<file path="src/rtl/ah_lru_arbiter_param.sv">
// Parametrised least-recently-used arbiter with a registered one-hot grant,
// optional grant locking until release, downstream back-pressure and a hold watchdog.
module ah_lru_arbiter_param #(
  parameter int unsigned NUM_REQ  = 8,
  parameter int unsigned LOCK_EN  = 1,
  parameter int unsigned MAX_HOLD = 16,
  localparam int unsigned IDW     = (NUM_REQ > 1) ? $clog2(NUM_REQ) : 1
) (
  input  logic               clk,
  input  logic               rstn,
  input  logic [NUM_REQ-1:0] req,
  input  logic               rel,
  input  logic               gnt_busy,
  output logic [NUM_REQ-1:0] gnt,
  output logic               gnt_vld,
  output logic [IDW-1:0]     gnt_id,
  output logic               timeout
);

  localparam int unsigned    HW        = (MAX_HOLD > 0) ? $clog2(MAX_HOLD + 1) : 1;
  localparam logic [HW-1:0]  HOLD_SAT  = HW'(MAX_HOLD);
  localparam logic [HW-1:0]  HOLD_LAST = HW'((MAX_HOLD > 0) ? MAX_HOLD - 1 : 0);
  localparam bit             LOCKED    = (LOCK_EN != 0);
  localparam bit             WDOG_EN   = LOCKED && (MAX_HOLD > 0);
  localparam logic [IDW-1:0] RANK_TOP  = IDW'(NUM_REQ - 1);

  typedef enum logic {
    ST_IDLE,
    ST_GRANT
  } state_e;

  state_e               state_q;
  logic [IDW-1:0]       rank_q [NUM_REQ];
  logic [IDW-1:0]       rank_d [NUM_REQ];
  logic [HW-1:0]        hold_q;
  logic [NUM_REQ-1:0]   gnt_q;
  logic [IDW-1:0]       gnt_id_q;
  logic                 gnt_vld_q;
  logic                 timeout_q;

  logic                 rel_hit;
  logic                 drop_hit;
  logic                 wd_hit;
  logic                 release_c;
  logic                 timeout_c;
  logic                 can_launch;
  logic                 launch;
  logic                 found;
  logic [NUM_REQ-1:0]   mask;
  logic [NUM_REQ-1:0]   cand;
  logic [NUM_REQ-1:0]   win_oh;
  logic [IDW-1:0]       win_id;
  logic [IDW-1:0]       win_rank;

  assign gnt     = gnt_q;
  assign gnt_vld = gnt_vld_q;
  assign gnt_id  = gnt_id_q;
  assign timeout = timeout_q;

  always_comb begin
    rel_hit    = LOCKED && rel;
    drop_hit   = !req[gnt_id_q];
    wd_hit     = WDOG_EN && (hold_q == HOLD_LAST);
    release_c  = (state_q == ST_GRANT) && (rel_hit || drop_hit || wd_hit);
    timeout_c  = (state_q == ST_GRANT) && wd_hit && !rel_hit && !drop_hit;
    can_launch = !LOCKED || (state_q == ST_IDLE) || release_c;

    // A requester released by the watchdog sits out the same-cycle relaunch.
    mask = '0;
    if (timeout_c) begin
      mask[gnt_id_q] = 1'b1;
    end
    cand = req & ~mask;

    found    = 1'b0;
    win_id   = '0;
    win_rank = '1;
    for (int unsigned i = 0; i < NUM_REQ; i++) begin
      if (cand[i] && (!found || (rank_q[i] < win_rank))) begin
        found    = 1'b1;
        win_id   = IDW'(i);
        win_rank = rank_q[i];
      end
    end
    win_oh         = '0;
    win_oh[win_id] = 1'b1;

    launch = can_launch && found && !gnt_busy;

    for (int unsigned i = 0; i < NUM_REQ; i++) begin
      rank_d[i] = rank_q[i];
      if (launch) begin
        if (IDW'(i) == win_id) begin
          rank_d[i] = RANK_TOP;
        end else if (rank_q[i] > win_rank) begin
          rank_d[i] = rank_q[i] - 1'b1;
        end
      end
    end
  end

  always_ff @(posedge clk or negedge rstn) begin
    if (!rstn) begin
      state_q   <= ST_IDLE;
      hold_q    <= '0;
      gnt_q     <= '0;
      gnt_id_q  <= '0;
      gnt_vld_q <= 1'b0;
      timeout_q <= 1'b0;
      for (int unsigned i = 0; i < NUM_REQ; i++) begin
        rank_q[i] <= IDW'(i);
      end
    end else begin
      rank_q    <= rank_d;
      timeout_q <= timeout_c;
      if (launch) begin
        gnt_q     <= win_oh;
        gnt_id_q  <= win_id;
        gnt_vld_q <= 1'b1;
        hold_q    <= '0;
        state_q   <= LOCKED ? ST_GRANT : ST_IDLE;
      end else if ((state_q == ST_GRANT) && !release_c) begin
        if (hold_q != HOLD_SAT) begin
          hold_q <= hold_q + 1'b1;
        end
      end else begin
        gnt_q     <= '0;
        gnt_id_q  <= '0;
        gnt_vld_q <= 1'b0;
        state_q   <= ST_IDLE;
      end
    end
  end

endmodule
</file>
<file path="config.mk">
export PLATFORM = sky130hd
export DESIGN_NAME = ah_lru_arbiter_param
export DESIGN_NICKNAME = d
export VERILOG_FILES = /design/src/rtl/ah_lru_arbiter_param.sv
export SDC_FILE = /design/constraint.sdc
export NUM_CORES = 1
export LEC_CHECK = 0
export ABC_AREA = 1
export CAP_MARGIN = 0
export CORE_MARGIN = 2
export CORE_UTILIZATION = 40
export DETAILED_ROUTE_END_ITERATION = 12
export SYNTH_ARGS = -nofsm -noshare
export SYNTH_HDL_FRONTEND = slang
export SYNTH_SLANG_ARGS = --single-unit
export TNS_END_PERCENT = 50
</file>
<file path="constraint.sdc">
create_clock -name clk -period 9.3 [get_ports clk]
set_input_delay 2.325 -clock clk [delete_from_list [all_inputs] [get_ports clk]]
set_output_delay 2.325 -clock clk [all_outputs]
set_load 0.05 [all_outputs]
</file>
# Yosys cells after proc, flatten, opt, wreduce, memory -nomap -nowiden
# Index checks and enable logic that the tools add are counted.
# word_totals
n_memories	0
latch_bits	0
output_inout_bits	13
regBits	42
romBits	0
word_cells	166
ramBits	0
# op_classes
mul	0
eq_ne	10
n_div	0
n_shift	0
reduce_logical	57
bitwise_logic	3
n_mux	55
n_addsub	9
order_cmp	19
# op_table
cell	count
3-bit two-way mux	31
3-bit greater-than comparator	8
8-bit two-way mux	3
3-bit by 1-bit subtractor with 3-bit output, second input constant	8
3-bit less-than comparator	7
2-bit nonzero test	10
2-bit AND reduction	9
1-bit logical AND	16
5-bit two-way mux	3
1-bit two-way mux	14
3-bit equality test, first input constant	4
1-bit logical NOT	11
1-bit logical OR	10
8-bit AND	1
3-bit by 4-bit less-than comparator with 1-bit output, second input constant	2
8-bit inverter	1
1-bit demux with 3-bit select	2
2-bit by 3-bit equality test with 1-bit output, first input constant	2
3-bit by 1-bit >= comparator with 1-bit output, second input constant	2
5-bit by 1-bit adder with 5-bit output, second input constant	1
5-bit by 4-bit equality test with 1-bit output, second input constant	1
5-bit inequality test, second input constant	1
1-bit binary-select mux with 3-bit select	1
1-bit by 3-bit equality test with 1-bit output, first input constant	1
4 further kinds	4

# Depth between registers and ports, before layout
# logic_depth
depth_word	41
ltp_mapped	82
mapped_depth_nobuf	81

# Worst setup path before layout
# OpenSTA, ideal clock, no wires.
# synth_timing
kind	input-to-reg
start	input port req[1]
end	register rank_q[3] (netlist bit)
setup_slack_ns	-0.926
t_arrival_ns	10.109
required_time_ns	9.183
cell_stages	73
n_path_buf	1
cell_sequence	inv_1 -> nand3_1 -> nand2_1 -> nor2_2 -> nand4_2 -> nand2_1 -> nor2_1 -> ha_1 -> inv_1 -> a21oi_1 -> nand2_1 -> nand2_2 -> nand2_4 -> nand2_4 -> o21ai_0 -> ha_1 -> nand2_1 -> clkinv_1 -> (+37 left out) -> ha_1 -> nand4_1 -> nand2_1 -> inv_2 -> nand2_1 -> nand2_2 -> nand2_2 -> buf_6 -> o21ai_0 -> ha_1 -> inv_1 -> o21bai_1 -> inv_1 -> nand2_1 -> nand2_1 -> nand2_2 -> nand2_1 -> nand2_1
# synth_between
elab_chain_len	38
# synth_rtl
element	line_no	source
from (decl)	11	input logic [NUM_REQ-1:0] req,
1-bit binary-select mux with 3-bit select	62	drop_hit = !req[gnt_id_q];
1-bit two-way mux (not written as such)	62	
1-bit logical AND	65	timeout_c = (state_q == ST_GRANT) && wd_hit && !rel_hit && !drop_hit;
8-bit two-way mux	70	if (timeout_c) begin
8-bit inverter	73	cand = req & ~mask;
8-bit AND	73	
3-bit two-way mux or 1-bit two-way mux (tied branches)	79	if (cand[i] && (!found || (rank_q[i] < win_rank))) begin
3-bit less-than comparator or 1-bit logical NOT (tied branches)	79	
(+22 left out)	n/a	
3-bit two-way mux or 1-bit two-way mux (tied branches)	79	
3-bit less-than comparator or 1-bit logical NOT (tied branches)	79	
1-bit logical OR	79	
1-bit logical AND	79	
3-bit two-way mux or 1-bit two-way mux (tied branches)	79	
3-bit greater-than comparator, or another cell as far along	95	end else if (rank_q[i] > win_rank) begin
2-bit nonzero test (no line) or 1-bit logical AND (tied branches)	n/a	
2-bit AND reduction (no line)	n/a	
to (signal, indexed assignment)	111	rank_q[i] <= IDW'(i);
to (signal assigned)	114	rank_q <= rank_d;
to (decl)	33	logic [IDW-1:0] rank_q [NUM_REQ];
# Several ways; a longest one is shown, not always the timed one. The select of a mux whose other input is x is not followed.
# A chain may end at the register's enable or synchronous reset.

# Worst setup path after layout
# layout_timing
start	input port req[3]
end	register rank_q[23] (netlist bit)
# layout_between
elab_chain_len	38
# layout_rtl
element	line_no
1-bit binary-select mux with 3-bit select	62
1-bit two-way mux (not written as such)	62
1-bit logical AND	65
8-bit two-way mux	70
8-bit inverter	73
8-bit AND	73
3-bit two-way mux or 1-bit two-way mux (tied branches)	79
3-bit less-than comparator or 1-bit logical NOT (tied branches)	79
(+22 left out)	n/a
3-bit two-way mux or 1-bit two-way mux (tied branches)	79
3-bit less-than comparator or 1-bit logical NOT (tied branches)	79
1-bit logical OR	79
1-bit logical AND	79
3-bit two-way mux or 1-bit two-way mux (tied branches)	79
3-bit greater-than comparator, or another cell as far along	95
2-bit nonzero test (no line) or 1-bit logical AND (tied branches)	n/a
2-bit AND reduction (no line)	n/a
# Several ways; a longest one is shown, not always the timed one. The select of a mux whose other input is x is not followed.

==> metrics.md <==
| Metric | Value |
|---|---|
| Final Wtd Congestion | `0.852` |
| Worst EP required | `9.50 ns` |
| Busiest grt layer | `met2` |
| N_diodes | `0` |
| H-tree Lvls | `2` |
| Finish-stage setup viols | `25` |
| Vias in the first global route | `4322` |
| Bufs on Longest Clock Path | `2` |
| Compound-Gate Fraction of Synth Area | `5.92%` |
| Syn. warnings | `0` |
| Clk slew on worst S/H paths | `0.10 ns` |
| Detailed Place HPWL | `8560 um` |
| DR WL/cell | `14.2 um` |
| # clock sinks | `42` |
| Max-slew violation count | `0` |
| Post-synthesis xor/xnor area fraction | `2.01%` |
| CP max FO | `6` |
| Slew HR | `31.6%` |
| Syn nets | `632` |
| Synth Area in Simple Gates | `43.2%` |
| Slowest stage delay, CP | `0.29 ns` |
| M2 GR Usage | `42.4%` |
| Worst-margin pin slew | `1.02 ns` |
| Fmax | `105 MHz` |
| CP Data Arrival Time | `9.76 ns` |
| Yosys cell types | `35` |
| Non-filler cells, final | `871` |
| Die H | `103 um` |
| Syn Area/Cell | `6.70 um^2` |
| Nets@finish | `783` |
| Fin crit share | `103%` |
| Tot GR Track Use | `24.4%` |
| Rows | `36` |
| Largest family of logic cells by synthesized area | `simple AND/OR/NAND/NOR gates` |
| Die ar. | `0.0106 mm^2` |
| Met3 Use GR | `4.68%` |
| Number of vias per cell | `4.94` |
| Synth Instances | `586` |
| First-pass GRT wire length | `20300 um` |
| Status | `finished with violations` |
| Initial DRT Pass Iterations | `5` |
| FILL cells | `883` |
| Critical Path End Type | `register` |
| Placeable core region | `0.00964 mm^2` |
| Yosys reg bits | `42` |
| Iter 0 DRT Violations | `143` |
| Register area share after synthesis | `27.1%` |
| Final Hold Viols | `0` |
| CTS tree | `built` |
| Largest net degree at the start of global routing | `43` |
| Fin Clk Skew | `0.0148 ns` |
| CP Class | `input port to register` |
| I/O pin total | `25` |
| Gr ovfl total | `0` |
| Max-cap violations | `0` |
| RSZ-0062 raised after global routing | `yes` |
| DRC viols | `0` |
| Drt total wl | `12400 um` |
| Area share of fa/ha/maj cells after synthesis | `10.8%` |
| Syn Std Cell Area | `0.00393 mm^2` |
| Fin crit period | `9.56 ns` |
| Initial core utilization | `40.8%` |
| CP most frequent cell | `nand2_1` |
| Setup ws final | `-0.257 ns` |
| Flop2flop setup slack | `1.00 ns` |
| Synth-to-Final Area Change | `51.5%` |
| Worst setup SP type | `input port` |
| Failing checks | `negative setup slack` |
| Vias | `4305` |
| Min-delay worst type | `register to register` |
| Mux cell area share after synthesis | `0%` |
| Prevailing post-synth register cell | `dfrtp_1` |
| Setup_tns | `-4.63 ns` |
| Global routing met1 resource utilization | `30.5%` |
| Clk root buf | `clkbuf_8` |
| Final ANT Viol Nets | `0` |
| Number of synthesized flops with an enable pin | `0` |
| Cts bufs inserted | `5` |
| Port Buffers | `24` |
| Async set-reset flop share out of synthesis | `100%` |
| Critical-path top delay cell | `ha_1` |
| Clk_lat worst skew | `0.32 ns` |
| Die width | `103 um` |
| Inst Count DP | `818` |
| Share of layout cells above drive strength 1 | `41.6%` |
| Initial antenna violation count | `0` |
## per-layer routing
| layer | routed length (um) | share of wire [%] |
|---|---|---|
| met4 | 332 | 2.7 |
| met5 | 0 | 0 |
| met1 | 5420 | 44 |
| met2 | 6090 | 49 |
| met3 | 551 | 4.4 |
## metrics by stage
stage | area (um^2) | worst slack, ns | hold slack (ns) | util, %
2_1_floorplan | 4050 | -0.156 | 0.452 | -
3_3_place_gp | 5010 | -0.812 | 0.463 | 52.0
3_5_place_dp | 5010 | -1.04 | 0.464 | 52.0
4_1_cts | 5660 | -0.146 | 0.488 | 58.7
5_1_grt | 5950 | -0.793 | 0.509 | 61.8
6_report | 5950 | -0.257 | 0.485 | 61.8
## placed cells by master, fill, tap and decap left out, drive strengths merged, types with 9 or more instances in the layout
cell type and instances:
nand2 192, buf 133, inv 105, nand3 99, nor2 43, ha 34, dfrtp 30, clkdlybuf4s50 14
nand4 14, dfstp 12, o21ai 9
## final timing paths
check | start | end | depth (start not counted)
hold / removal | gnt[2] | gnt[2] | 2
max in group asynchronous | rstn | gnt[5] | 1
hold reg to reg | gnt[2] | gnt[2] | 2
setup reg to reg | gnt_id[0] | rank_q[23] | 79
min in group asynchronous | rstn | rank_q[17] | 1
setup / recovery | req[3] | rank_q[23] | 80
## critical path, delay by kind of cell
family / cells / cell delay, ns
simple gates: 52 / 3.76
compound gates: 8 / 0.71
fa+ha+maj: 7 / 1.94
buf+inv: 13 / 1.02
## flip-flops by register name, summed over array words and instances, names as in the netlist
register  count
gnt           8
gnt_id        3
gnt_vld       1
hold_q        5
rank_q       24
timeout       1
## synthesized netlist by cell type, types with 8 or more instances
master,number,area (um^2)
nand2_1,166,623
o21ai_0,9,45.0
o21bai_1,8,60.1
inv_1,96,360
dfstp_2,12,315
nor2_1,33,124
nand2_4,10,113
ha_1,34,425
nand3_1,93,465
nor2_2,9,56.3
nand4_1,13,81.3
dfrtp_1,30,751
nand2_2,16,100
## kinds of logic (layout without fill, tap and decap cells)
kind of cell    count (synthesis)  in the layout
simple gates                  355            355
buf+inv                       109            261
flops                          42             42
compound gates                 37             37
fa+ha+maj                      34             34
xor+xnor                        9              9
## what timing repair did
item,in CTS,in global routing
gates resized for setup,87,54
setup endpoints to repair,34,35
hold buffers,0,0
buffers inserted,37,9
pin swaps,40,71
## final cells by class
class / instances / area (um^2) / area share, %
multi-input cells: 435 / 3000 / 50.3
repair buffers: 148 / 1180 / 19.9
flip-flops and latches: 42 / 1070 / 17.9
inverters: 105 / 404 / 6.79
well taps: 133 / 166 / 2.80
clock buffers: 5 / 68.8 / 1.16
clock inverters: 3 / 68.8 / 1.16
Power is not shown: default switching activity piles up to over one toggle a cycle in this logic, so the estimate is an artifact.
